**config.mk**
```make
export PLATFORM = sky130hd
export DESIGN_NAME = vga_timing_gen_flat
export DESIGN_NICKNAME = d
export VERILOG_FILES = /design/src/rtl/vga_pkg.sv /design/src/rtl/vga_timing_gen_if.sv /design/src/rtl/vga_axis_counter.sv /design/src/rtl/vga_timing_gen.sv /design/src/flat_wrapper.sv
export SDC_FILE = /design/constraint.sdc
export NUM_CORES = 1
export LEC_CHECK = 0
export ABC_AREA = 0
export CAP_MARGIN = 0
export CORE_MARGIN = 2
export CORE_UTILIZATION = 50
export CTS_BUF_LIST = sky130_fd_sc_hd__clkbuf_4 sky130_fd_sc_hd__clkbuf_8
export DETAILED_ROUTE_END_ITERATION = 10
export GPL_TIMING_DRIVEN = 0
export HOLD_SLACK_MARGIN = 0.06
export PLACE_DENSITY_LB_ADDON = 0.15
export SETUP_SLACK_MARGIN = 0.05
export SLEW_MARGIN = 20
export SYNTH_ARGS = -nofsm -noshare
export SYNTH_HDL_FRONTEND = slang
export SYNTH_SLANG_ARGS = --single-unit
export TNS_END_PERCENT = 5
```
**constraint.sdc**
```tcl
create_clock -name clk -period 3.9 [get_ports clk]
set_input_delay 1.17 -clock clk [delete_from_list [all_inputs] [get_ports clk]]
set_output_delay 1.17 -clock clk [all_outputs]
set_load 0.005 [all_outputs]
```
**src/rtl/vga_pkg.sv**
```systemverilog
// Shared 1024x768 @ 60 Hz raster constants and the sync polarity used by every video stage.
package vga_pkg;

  localparam int H_ACTIVE = 1024;
  localparam int H_FP     = 24;
  localparam int H_SYNC   = 136;
  localparam int H_BP     = 160;
  localparam int H_TOTAL  = H_ACTIVE + H_FP + H_SYNC + H_BP;

  localparam int V_ACTIVE = 768;
  localparam int V_FP     = 3;
  localparam int V_SYNC   = 6;
  localparam int V_BP     = 29;
  localparam int V_TOTAL  = V_ACTIVE + V_FP + V_SYNC + V_BP;

  localparam logic SYNC_ACTIVE = 1'b0;

  localparam int CELL_SIZE = 32;
  localparam int GRID_COLS = 32;
  localparam int GRID_ROWS = 24;

  localparam int H_CNT_W = 11;
  localparam int V_CNT_W = 10;
  localparam int CELL_W  = 6;

  function automatic logic sync_level(input logic asserted, input logic active_lvl);
    return asserted ? active_lvl : ~active_lvl;
  endfunction

endpackage

```
**src/rtl/vga_timing_gen_if.sv**
```systemverilog
// Pixel-timing bundle driven by vga_timing_gen and consumed by the overlay stages.
// VGA_TIMING_CELL_EN adds the registered cell_x_out/cell_y_out grid coordinates.
interface vga_timing_gen_if;
  logic [15:0] hcount_out;
  logic [15:0] vcount_out;
  logic        hsync_out;
  logic        vsync_out;
  logic        hblnk_out;
  logic        vblnk_out;
  logic        frame_start;
  logic        game_tick;
`ifdef VGA_TIMING_CELL_EN
  logic [5:0]  cell_x_out;
  logic [5:0]  cell_y_out;

  modport master (
    output hcount_out, vcount_out, hsync_out, vsync_out, hblnk_out, vblnk_out,
           frame_start, game_tick, cell_x_out, cell_y_out
  );
  modport slave (
    input  hcount_out, vcount_out, hsync_out, vsync_out, hblnk_out, vblnk_out,
           frame_start, game_tick, cell_x_out, cell_y_out
  );
`else
  modport master (
    output hcount_out, vcount_out, hsync_out, vsync_out, hblnk_out, vblnk_out,
           frame_start, game_tick
  );
  modport slave (
    input  hcount_out, vcount_out, hsync_out, vsync_out, hblnk_out, vblnk_out,
           frame_start, game_tick
  );
`endif
endinterface

```
**src/rtl/vga_axis_counter.sv**
```systemverilog
// Wrapping position counter for one raster axis with registered sync and blank decodes.
// Decodes come from the next count so they never skew against the counter.
module vga_axis_counter
  import vga_pkg::*;
#(
  parameter int   W        = 11,
  parameter int   ACTIVE   = 1024,
  parameter int   FP       = 24,
  parameter int   SYNC     = 136,
  parameter int   BP       = 160,
  parameter logic SYNC_LVL = 1'b0
) (
  input  logic         clk,
  input  logic         rst,
  input  logic         en,
  output logic [W-1:0] cnt_q,
  output logic [W-1:0] cnt_nxt,
  output logic         sync_q,
  output logic         blnk_q
);

  localparam int TOTAL      = ACTIVE + FP + SYNC + BP;
  localparam int SYNC_START = ACTIVE + FP;
  localparam int SYNC_END   = ACTIVE + FP + SYNC - 1;

  logic [W-1:0] cnt_d;
  logic         sync_d;
  logic         blnk_d;

  always_comb begin
    cnt_d = cnt_q;
    if (en) begin
      cnt_d = (cnt_q == W'(TOTAL - 1)) ? '0 : cnt_q + W'(1);
    end
    sync_d = sync_level((cnt_d >= W'(SYNC_START)) && (cnt_d <= W'(SYNC_END)), SYNC_LVL);
    blnk_d = (cnt_d >= W'(ACTIVE));
  end

  always_ff @(posedge clk or posedge rst) begin
    if (rst) begin
      cnt_q  <= '0;
      sync_q <= ~SYNC_LVL;
      blnk_q <= 1'b0;
    end else begin
      cnt_q  <= cnt_d;
      sync_q <= sync_d;
      blnk_q <= blnk_d;
    end
  end

  assign cnt_nxt = cnt_d;

endmodule

```
**src/rtl/vga_timing_gen.sv**
```systemverilog
// Raster timing source: H/V counters, syncs, blanks, frame_start and the periodic game_tick.
// Define VGA_TIMING_CELL_EN to also emit registered 32x32 cell coordinates.
module vga_timing_gen
  import vga_pkg::*;
#(
  parameter int   H_ACTIVE    = vga_pkg::H_ACTIVE,
  parameter int   H_FP        = vga_pkg::H_FP,
  parameter int   H_SYNC      = vga_pkg::H_SYNC,
  parameter int   H_BP        = vga_pkg::H_BP,
  parameter int   V_ACTIVE    = vga_pkg::V_ACTIVE,
  parameter int   V_FP        = vga_pkg::V_FP,
  parameter int   V_SYNC      = vga_pkg::V_SYNC,
  parameter int   V_BP        = vga_pkg::V_BP,
  parameter logic SYNC_ACTIVE = vga_pkg::SYNC_ACTIVE,
  parameter int   TICK_FRAMES = 8
) (
  input  logic             clk,
  input  logic             rst,
  vga_timing_gen_if.master vga
);

  logic [H_CNT_W-1:0] h_q, h_nxt;
  logic [V_CNT_W-1:0] v_q, v_nxt;
  logic               hsync_q, vsync_q, hblnk_q, vblnk_q;
  logic               v_en;

  // V only advances on the cycle H wraps back to column 0.
  assign v_en = (h_nxt == '0);

  vga_axis_counter #(
    .W(H_CNT_W), .ACTIVE(H_ACTIVE), .FP(H_FP), .SYNC(H_SYNC), .BP(H_BP), .SYNC_LVL(SYNC_ACTIVE)
  ) u_h_axis (
    .clk(clk), .rst(rst), .en(1'b1),
    .cnt_q(h_q), .cnt_nxt(h_nxt), .sync_q(hsync_q), .blnk_q(hblnk_q)
  );

  vga_axis_counter #(
    .W(V_CNT_W), .ACTIVE(V_ACTIVE), .FP(V_FP), .SYNC(V_SYNC), .BP(V_BP), .SYNC_LVL(SYNC_ACTIVE)
  ) u_v_axis (
    .clk(clk), .rst(rst), .en(v_en),
    .cnt_q(v_q), .cnt_nxt(v_nxt), .sync_q(vsync_q), .blnk_q(vblnk_q)
  );

  logic       frame_start_d, frame_start_q;
  logic       game_tick_d, game_tick_q;
  logic [7:0] frame_cnt_d, frame_cnt_q;
  logic       tick_hit;

  always_comb begin
    frame_start_d = (h_nxt == '0) && (v_nxt == '0);
    tick_hit      = (frame_cnt_q == 8'(TICK_FRAMES - 1));
    frame_cnt_d   = frame_cnt_q;
    if (frame_start_d) begin
      frame_cnt_d = tick_hit ? 8'd0 : frame_cnt_q + 8'd1;
    end
    game_tick_d = frame_start_d && tick_hit;
  end

  always_ff @(posedge clk or posedge rst) begin
    if (rst) begin
      frame_start_q <= 1'b0;
      game_tick_q   <= 1'b0;
      frame_cnt_q   <= 8'd0;
    end else begin
      frame_start_q <= frame_start_d;
      game_tick_q   <= game_tick_d;
      frame_cnt_q   <= frame_cnt_d;
    end
  end

  assign vga.hcount_out  = 16'(h_q);
  assign vga.vcount_out  = 16'(v_q);
  assign vga.hsync_out   = hsync_q;
  assign vga.vsync_out   = vsync_q;
  assign vga.hblnk_out   = hblnk_q;
  assign vga.vblnk_out   = vblnk_q;
  assign vga.frame_start = frame_start_q;
  assign vga.game_tick   = game_tick_q;

`ifdef VGA_TIMING_CELL_EN
  logic [CELL_W-1:0] cell_x_d, cell_x_q, cell_y_d, cell_y_q;

  always_comb begin
    cell_x_d = (h_nxt >= H_CNT_W'(H_ACTIVE)) ? '0 : CELL_W'(h_nxt / H_CNT_W'(CELL_SIZE));
    cell_y_d = (v_nxt >= V_CNT_W'(V_ACTIVE)) ? '0 : CELL_W'(v_nxt / V_CNT_W'(CELL_SIZE));
  end

  always_ff @(posedge clk or posedge rst) begin
    if (rst) begin
      cell_x_q <= '0;
      cell_y_q <= '0;
    end else begin
      cell_x_q <= cell_x_d;
      cell_y_q <= cell_y_d;
    end
  end

  assign vga.cell_x_out = cell_x_q;
  assign vga.cell_y_out = cell_y_q;
`else
  // Cell coordinates are not built; overlay stages derive their own.
`endif

endmodule

```
**src/flat_wrapper.sv**
```systemverilog
// flat-port wrapper written by rule: the top's interface ports become plain ports
module vga_timing_gen_flat import vga_pkg::*;
#(
  parameter int   H_ACTIVE    = vga_pkg::H_ACTIVE,
  parameter int   H_FP        = vga_pkg::H_FP,
  parameter int   H_SYNC      = vga_pkg::H_SYNC,
  parameter int   H_BP        = vga_pkg::H_BP,
  parameter int   V_ACTIVE    = vga_pkg::V_ACTIVE,
  parameter int   V_FP        = vga_pkg::V_FP,
  parameter int   V_SYNC      = vga_pkg::V_SYNC,
  parameter int   V_BP        = vga_pkg::V_BP,
  parameter logic SYNC_ACTIVE = vga_pkg::SYNC_ACTIVE,
  parameter int   TICK_FRAMES = 8
)
  (clk, rst, vga_hcount_out, vga_vcount_out, vga_hsync_out, vga_vsync_out, vga_hblnk_out, vga_vblnk_out, vga_frame_start, vga_game_tick);
  vga_timing_gen_if vga_i ();
  input  logic clk;
  input  logic rst;
  output wire logic [$bits(vga_i.hcount_out)-1:0] vga_hcount_out;
  output wire logic [$bits(vga_i.vcount_out)-1:0] vga_vcount_out;
  output wire logic [$bits(vga_i.hsync_out)-1:0] vga_hsync_out;
  output wire logic [$bits(vga_i.vsync_out)-1:0] vga_vsync_out;
  output wire logic [$bits(vga_i.hblnk_out)-1:0] vga_hblnk_out;
  output wire logic [$bits(vga_i.vblnk_out)-1:0] vga_vblnk_out;
  output wire logic [$bits(vga_i.frame_start)-1:0] vga_frame_start;
  output wire logic [$bits(vga_i.game_tick)-1:0] vga_game_tick;
  assign vga_hcount_out = vga_i.hcount_out;
  assign vga_vcount_out = vga_i.vcount_out;
  assign vga_hsync_out = vga_i.hsync_out;
  assign vga_vsync_out = vga_i.vsync_out;
  assign vga_hblnk_out = vga_i.hblnk_out;
  assign vga_vblnk_out = vga_i.vblnk_out;
  assign vga_frame_start = vga_i.frame_start;
  assign vga_game_tick = vga_i.game_tick;
  vga_timing_gen #(.H_ACTIVE(H_ACTIVE), .H_FP(H_FP), .H_SYNC(H_SYNC), .H_BP(H_BP), .V_ACTIVE(V_ACTIVE), .V_FP(V_FP), .V_SYNC(V_SYNC), .V_BP(V_BP), .SYNC_ACTIVE(SYNC_ACTIVE), .TICK_FRAMES(TICK_FRAMES)) u_core (.clk(clk), .rst(rst), .vga(vga_i));
endmodule
```
Yosys cells after proc, flatten, opt, wreduce, memory -nomap -nowiden
Index checks and enable logic that the tools add are counted.
Storage, ports and cells
  register bits: 35
  input bits: 2
  output and inout port bits: 38
  word-level logic and storage cells: 33
Operators by class
  $add $sub $neg: 3
  order comparisons: 6
  equality and inequality tests: 3
  muxes and demuxes: 6
  reductions and logical operators: 6
Operators with widths (number)
  greater-or-equal comparator 11 bit, second input constant: 2
  greater-or-equal comparator 10 bit, second input constant: 2
  two-way mux 10 bit: 2
  adder 11 x 1 -> 11 bit, second input constant: 1
  equality test 11 bit, second input constant: 1
  less-or-equal comparator 11 bit, second input constant: 1
  logical NOT 11 bit: 1
  two-way mux 11 bit: 1
  adder 10 x 1 -> 10 bit, second input constant: 1
  equality test 10 bit, second input constant: 1
  less-or-equal comparator 10 bit, second input constant: 1
  logical NOT 10 bit: 1
  adder 8 x 1 -> 8 bit, second input constant: 1
  equality test 8 x 3 -> 1 bit, second input constant: 1
  two-way mux 8 bit: 1
  logical AND 1 bit: 4
  two-way mux 1 bit: 2

Depth between registers and ports, before layout
Gate-level depths: netlist of the first run.
  word-level depth: 7
  gate-level depth with buffers: 11
  gate-level depth less buffers: 9

Modules after synthesis
A second synthesis of the first run with hierarchy kept.
Unflattened totals
  cells, all modules: 221
  area, all modules: 2189.6 um2
By module, submodules not included
  vga_axis_counter at u_core.u_v_axis: times used 1, cells an instance 83, area each 779.5 um2, sequential area each 301.5 um2
  vga_axis_counter at u_core.u_h_axis: times used 1, cells an instance 75, area each 753.2 um2, sequential area each 326.6 um2
  vga_timing_gen: times used 1, cells an instance 63, area each 656.9 um2, sequential area each 250.2 um2

Least setup slack after synthesis of the first run
OpenSTA, ideal clock, no wires.
  path type: flip-flop to flip-flop
  from: register u_core.u_h_axis.cnt_q[0]
  to: register u_core.frame_cnt_q[3]
  library setup time: 125 ps
  data arrival time: 2995 ps
  data required time: 3775 ps
  setup slack: 780 ps
  cell stages (with the launch flop): 12
  buffers on the path: 3
  clock period less this slack: 3120 ps
  cells stage by stage: dfrtp_1 > ha_1 > and4_1 > buf_2 > nand2_1 > o211a_1 > buf_2 > or4_4 > buf_6 > nor4b_4 > nand2_2 > mux2_4
On the way
  cells in the longest elaborated chain, start to end: 6
  elaborated cells on any way between the ends: 7
  classes of those cells: 1 x add/sub; 1 x eq/ne; 2 x mux; 3 x reduce/logical
RTL lines
  from (decl): line vga_axis_counter.sv:16  | output logic [W-1:0] cnt_q,
  from (signal assigned): line vga_axis_counter.sv:45  | cnt_q <= cnt_d;
  adder 11 x 1 -> 11 bit / equality test 11 bit (equally long branches): line vga_axis_counter.sv:33  | cnt_d = (cnt_q == W'(TOTAL - 1)) ? '0 : cnt_q + W'(1);
  two-way mux 11 bit (*): line vga_axis_counter.sv:33
  net u_core.h_nxt[10]: line vga_timing_gen.sv:22  | logic [H_CNT_W-1:0] h_q, h_nxt;
  logical NOT 11 bit (*): line vga_timing_gen.sv:28, vga_timing_gen.sv:50
  two-way mux 10 bit: line vga_axis_counter.sv:32  | if (en) begin
  logical NOT 10 bit: line vga_timing_gen.sv:50  | frame_start_d = (h_nxt == '0) && (v_nxt == '0);
  logical AND 1 bit (*): line vga_timing_gen.sv:50
  net u_core.frame_start_d: line vga_timing_gen.sv:44  | logic frame_start_d, frame_start_q;
  to (signal assigned): line vga_timing_gen.sv:67  | frame_cnt_q <= frame_cnt_d;
  to (decl): line vga_timing_gen.sv:46  | logic [7:0] frame_cnt_d, frame_cnt_q;
Mark *: on every way through the listed nets, which the timed path passes. The rest lies on a longest branch.
A chain may end at the register's enable or synchronous reset.

Final worst setup path of the first run
Ends and elaborated chain as after synthesis.

==> flow_summary.ini, run 1 <==
[status]
status = finished, final reports clean

[global_routing]
grt_max_degree = 36
grt_usage = 0.2069
grt_pass1_vias = 1774
grt_overflow_total = 0
antenna_found_initial = 0
grt_pass1_wl_um = 8528

[setup_path]
end_kind = flip-flop
cpMaxStageDelayCell = dfrtp_1
rr_worst_depth = 11
worst_setup_path_start_kind = flip-flop
r2r-start = u_core.u_h_axis.cnt_q[0]
max_stage_delay_ns = 0.54
crit_type = reg2reg
crit_fanout = 11
worst_ep_arrival_time_ns = 3.62
startpoint = u_core.u_h_axis.cnt_q[0]
crit_top_cell = buf_2
worstPathCellList = ha_1 -> and4_1 -> buf_2 -> nand2_1 -> o211a_1 -> buf_2 -> or4_4 -> buf_6 -> nor4b_4 -> nand2_2 -> mux2_4
cp.required_ns = 4.07

[synth]
ys_async_sr_fraction = 1.000
synth_top_cell_area_share = 0.3554
synth_common_cells = dfrtp_1, nor2_1, o21ai_0, xnor2_1
yosysMostFrequentCell = dfrtp_1
synth_seq_cells = 35
ys.flop_type = dfrtp_1
yosysWarnings = 0
synth_top_cell_by_area = dfrtp_1
synth.distinct_cells = 57
syn_inst = 251
yosysSeqAreaShare = 0.3780
synth_area_mm2 = 0.002323
synth-edff-count = 0
synth_area_leaders = dfrtp_1, xnor2_1, buf_4
avgSynthCellArea_um2 = 9.257

[place]
finalWeightedCongestion = 0.8687
post-place-ws_ns = 0.4692
place_area_mm2 = 0.002706
numPortBuffers = 28
dp_hpwl_um = 3506

[pwr]
ir_drop_v = 0.0002315
p_per_area_mw_per_mm2 = 250.7
static-leakage-power_nw = 1.239

[route]
highest_layer = met4
drtIter0Drc = 177
wire_per_inst_um = 14.03
met3_length_um = 235
drc = 0
dr.pass1.iters = 4
dr_wl_met2_um = 2153
met1_length_um = 2452
via_per_inst = 5.699
drtAntennaViolNets = 0
vias = 1989
drt_wl_total_um = 4897

[floorplan]
initial_core_util = 0.5264
core_area_mm2 = 0.004414
die_w_um = 72.17
dieArea_mm2 = 0.005209
io_pins = 40
fp.dieH_um = 72.17
fp-row-count = 24

[cts]
cts_sinks = 35
cts_root_buf = clkbuf_8
cts_resized = 0
cts_made_buffers = 5
cts.clk_slew.worst_paths_ns = 0.08
clk_latency_ns = 0.28
clk_path_buf_depth = 2
cts_setup_buffers = 0
cts_hold_buf = 0
htree_levels = 2
cts_tree = yes

[timing]
whs_ns = 0.4782
finClkSkew_ns = 0.007333
finalHoldViolCount = 0
fin_tns_setup_ns = 0
finalSetupViolations = 0
slew_headroom = 0.3763
fin_crit_sh = 0.8844
fmax_mhz = 289.9
postLayoutSetupSlackWorst_ns = 0.4510
slew_viol_final = 0
grt_setup_unrepaired = no
period_needed_ns = 3.449
tightestPinTransition_ns = 0.9279

[finish]
areaGrowthSynthToFinish_pct = 21.32
num_antenna_cells = 0
utilization = 0.6386
drive_gt1_frac = 0.1515
fin_area_mm2 = 0.002819
layout.nets = 304

[hold_path]
hp-class = reg2reg
worstHoldStart = u_core.frame_cnt_q[7]
hold_depth = 1

[job]
cap_violations = 0
==> per-layer routing <==
layer / vias to the layer above / global-route usage
met1: 937 / 0.3172
met2: 50 / 0.2885
li1: 996 / -
met4: 0 / 0.07757
met3: 6 / 0.03889
met5: - / 0
==> logic make-up (layout without fill, tap and decap cells) <==
logic type                 Yosys count  count (layout)  synth area share
adders and majority gates            6               6           0.03231
DFF                                 35              35            0.3780
other                                1              11          0.001614
buffers and inverters               35              71           0.08400
muxes                                7               7           0.03446
AOI/OAI and AO/OA                   54              54            0.1589
xor gates and xnor gates            17              17           0.06408
and+or+nand+nor                     96              96            0.2466
==> registers in the layout (all words and copies together) (netlist names) <==
register,flops
u_core.vga.frame_start,1
u_core.u_h_axis.sync_q,1
u_core.u_h_axis.blnk_q,1
u_core.u_v_axis.sync_q,1
u_core.u_h_axis.cnt_q,11
u_core.frame_cnt_q,8
u_core.vga.game_tick,1
u_core.u_v_axis.blnk_q,1
u_core.u_v_axis.cnt_q,10
==> placed cells by master (no fill, tap or decap), types with 7 or more instances in the layout <==
cell / n
inv_1: 7
nor3_1: 7
nor2_1: 17
o21ai_0: 15
buf_4: 13
conb_1: 11
nand2_1: 13
nand3_1: 11
and3_1: 9
a21oi_1: 7
dfrtp_1: 33
xnor2_1: 15
nand4_1: 12
clkdlybuf4s50_1: 28
==> report_power, final <==
part | switching (mW) | internal (mW)
registers | 0 | 0.363
logic | 0.0107 | 0.00785
clock network | 0.135 | 0.190
total | 0.146 | 0.561
==> through the flow <==
stage | power, mW | instances
final | 0.7068 | 349
after global routing | 0.7377 | 349
after CTS | 0.7148 | 349
after detailed placement | 0.3888 | 341
after global placement | 0.3886 | 341
after floorplan | 0.3854 | 261
==> worst max-delay path: cells and delay by family (launching register included) <==
family	cells	cell delay, ns
AOI/OAI and AO/OA	1	0.23
buffers and inverters	3	0.48
DFF	1	0.54
muxes	1	0.31
adders and majority gates	1	0.34
and+or+nand+nor	5	1.45
==> cell type report <==
type                    instances  area, µm²
plain buffers                  27      165.2
clock buffers                   5      68.82
clock inverters                 3      43.79
fillers                       392       1595
inverters                       8      30.03
multi-input cells             191       1287
flip-flops and latches         35      878.3
well taps                      52      65.06
repair buffers                 28      280.3
==> path summary, 6_finish.rpt <==
path	endpoint	slack, ns
setup / recovery	u_core.frame_cnt_q[3]	0.45
hold reg to reg	u_core.frame_cnt_q[7]	0.48
max in group asynchronous	u_core.u_h_axis.cnt_q[2]	2.11
setup reg to reg	u_core.frame_cnt_q[3]	0.45
min in group asynchronous	u_core.vga.game_tick	1.33
hold / removal	u_core.frame_cnt_q[7]	0.48
(Power assumes the default switching activity.)
==> run 2: changes to the inputs <==
--- a/config.mk
+++ b/config.mk
@@ -7,6 +7,7 @@
 export LEC_CHECK = 0
 export ABC_AREA = 0
 export CAP_MARGIN = 0
+export CORE_ASPECT_RATIO = 0.8
 export CORE_MARGIN = 2
 export CORE_UTILIZATION = 50
 export CTS_BUF_LIST = sky130_fd_sc_hd__clkbuf_4 sky130_fd_sc_hd__clkbuf_8
==> flow_summary.ini, run 2 (synthesized netlist as in run 1, its figures left out) <==
[status]
status = finished, final reports clean

[global_routing]
grt_pass1_vias = 1785
grtUsageMet2 = 0.3031
grt_usage = 0.2134
grt.busiest_layer = met1
met1_usage = 0.3148
grt_overflow_total = 0
grt_pass1_wl_um = 8611
antenna_found_initial = 0
grt.met3_usage = 0.04596
grt_max_degree = 36

[setup_path]
worst_ep_arrival_time_ns = 3.64
worst_setup_path_start_kind = flip-flop
crit_type = reg2reg
cp.required_ns = 4.08
end_kind = flip-flop
crit_fanout = 11

[timing]
slew_headroom = 0.4271
fin_tns_setup_ns = 0
tightestPinTransition_ns = 0.8522
fin_crit_sh = 0.8866
grt_setup_unrepaired = no
postLayoutSetupSlackWorst_ns = 0.4422
finalHoldViolCount = 0
fmax_mhz = 289.2
slew_viol_final = 0
finalSetupViolations = 0
finClkSkew_ns = 0.003832
period_needed_ns = 3.458

[route]
via_per_inst = 5.594
drc = 0
vias = 1997
wire_per_inst_um = 14.56
dr.pass1.iters = 4
drt_wl_total_um = 5197
drtAntennaViolNets = 0
drtIter0Drc = 115

[place]
dp_hpwl_um = 3635
place_area_mm2 = 0.002716
numPortBuffers = 28
finalWeightedCongestion = 0.8869
post-place-ws_ns = 0.4458

[finish]
num_antenna_cells = 0
layout.nets = 304
largest_reg_flops = 11
layout_common_cells = dfrtp_1, clkdlybuf4s50_1, nor2_1, o21ai_0, xnor2_1
reg_top3 = u_core.u_h_axis.cnt_q: 11 flops, u_core.u_v_axis.cnt_q: 10 flops, u_core.frame_cnt_q: 8 flops
fin_area_mm2 = 0.002853
areaGrowthSynthToFinish_pct = 22.78
mostFrequentLayoutCell = dfrtp_1
drive_gt1_frac = 0.1515
top_register = u_core.u_h_axis.cnt_q
n_fill_cell = 421

[hold_path]
hp-class = reg2reg

[cts]
cts_tree = yes
cts_resized = 0
cts_made_buffers = 5
cts_root_buf = clkbuf_8
cts_hold_buf = 0
cts_setup_buffers = 0
cts_sinks = 35
cts.clk_slew.worst_paths_ns = 0.07
clk_latency_ns = 0.29
clk_path_buf_depth = 2
htree_levels = 2

[pwr]
ir_drop_v = 0.0002981
p_per_area_mw_per_mm2 = 273.7
power_mw = 0.7809
static-leakage-power_nw = 1.249

[floorplan]
fp-row-count = 22
die_w_um = 80.22
io_pins = 40
fp.dieH_um = 64.97
dieArea_mm2 = 0.005212
core_area_mm2 = 0.004542
initial_core_util = 0.5116

[job]
cap_violations = 0
run 2: cell count changes in the layout (fill, tap and decap cells not counted), sizes merged:
cell    before  now
clkinv       2    0
bufinv       1    2
clkbuf      11   12
run 2: path summary, 6_finish.rpt:
path	startpoint	end	slack, ns	cells past startpoint
max	u_core.u_h_axis.cnt_q[0]	u_core.frame_cnt_q[0]	0.44	10
min	u_core.frame_cnt_q[7]	u_core.frame_cnt_q[7]	0.48	1
max reg2reg	u_core.u_h_axis.cnt_q[0]	u_core.frame_cnt_q[0]	0.44	10
min reg2reg	u_core.frame_cnt_q[7]	u_core.frame_cnt_q[7]	0.48	1
max in group asynchronous	rst	u_core.u_v_axis.cnt_q[2]	2.11	2
min in group asynchronous	rst	u_core.frame_cnt_q[7]	1.32	2
run 2: where the power goes:
group,switching [mW],total (mW),internal [mW]
clock,0.137,0.399,0.263
combinational,0.0108,0.0187,0.00785
sequential,0,0.363,0.363
run 2: metrics by stage:
| stage | std cells | utilization | hold WS (ns) |
|---|---|---|---|
| 2_1_floorplan | 261 | - | 0.4466 |
| 3_3_place_gp | 349 | 0.5981 | 0.4692 |
| 3_5_place_dp | 349 | 0.5981 | 0.4707 |
| 4_1_cts | 357 | 0.6281 | 0.4821 |
| 5_1_grt | 357 | 0.6281 | 0.5201 |
| 6_report | 357 | 0.6281 | 0.4810 |
run 2: area by class of cell:
cell class	count	area, µm²	area share
buffer	27	165.2	0.05789
multi-input combinational	191	1287	0.4513
clock inverter	2	60.06	0.02105
timing repair buffer	28	280.3	0.09825
tap	60	75.07	0.02632
clock buffer	6	76.32	0.02675
inverter	8	30.03	0.01053
sequential	35	878.3	0.3079
run 2: critical path, stage by stage (launching register included):
cell and delay [ns]:
dfrtp_1 0.53, ha_1 0.33, and4_1 0.21, buf_2 0.16, nand2_1 0.12, o211a_1 0.24
buf_2 0.16, or4_4 0.54, buf_6 0.16, nor4b_4 0.48, mux2_2 0.41
run 2: routing by layer:
metal / vias up / wire length (µm)
li1: 997 / -
met1: 933 / 2653
met2: 63 / 2236
met3: 4 / 272
met4: 0 / 35
met5: - / 0
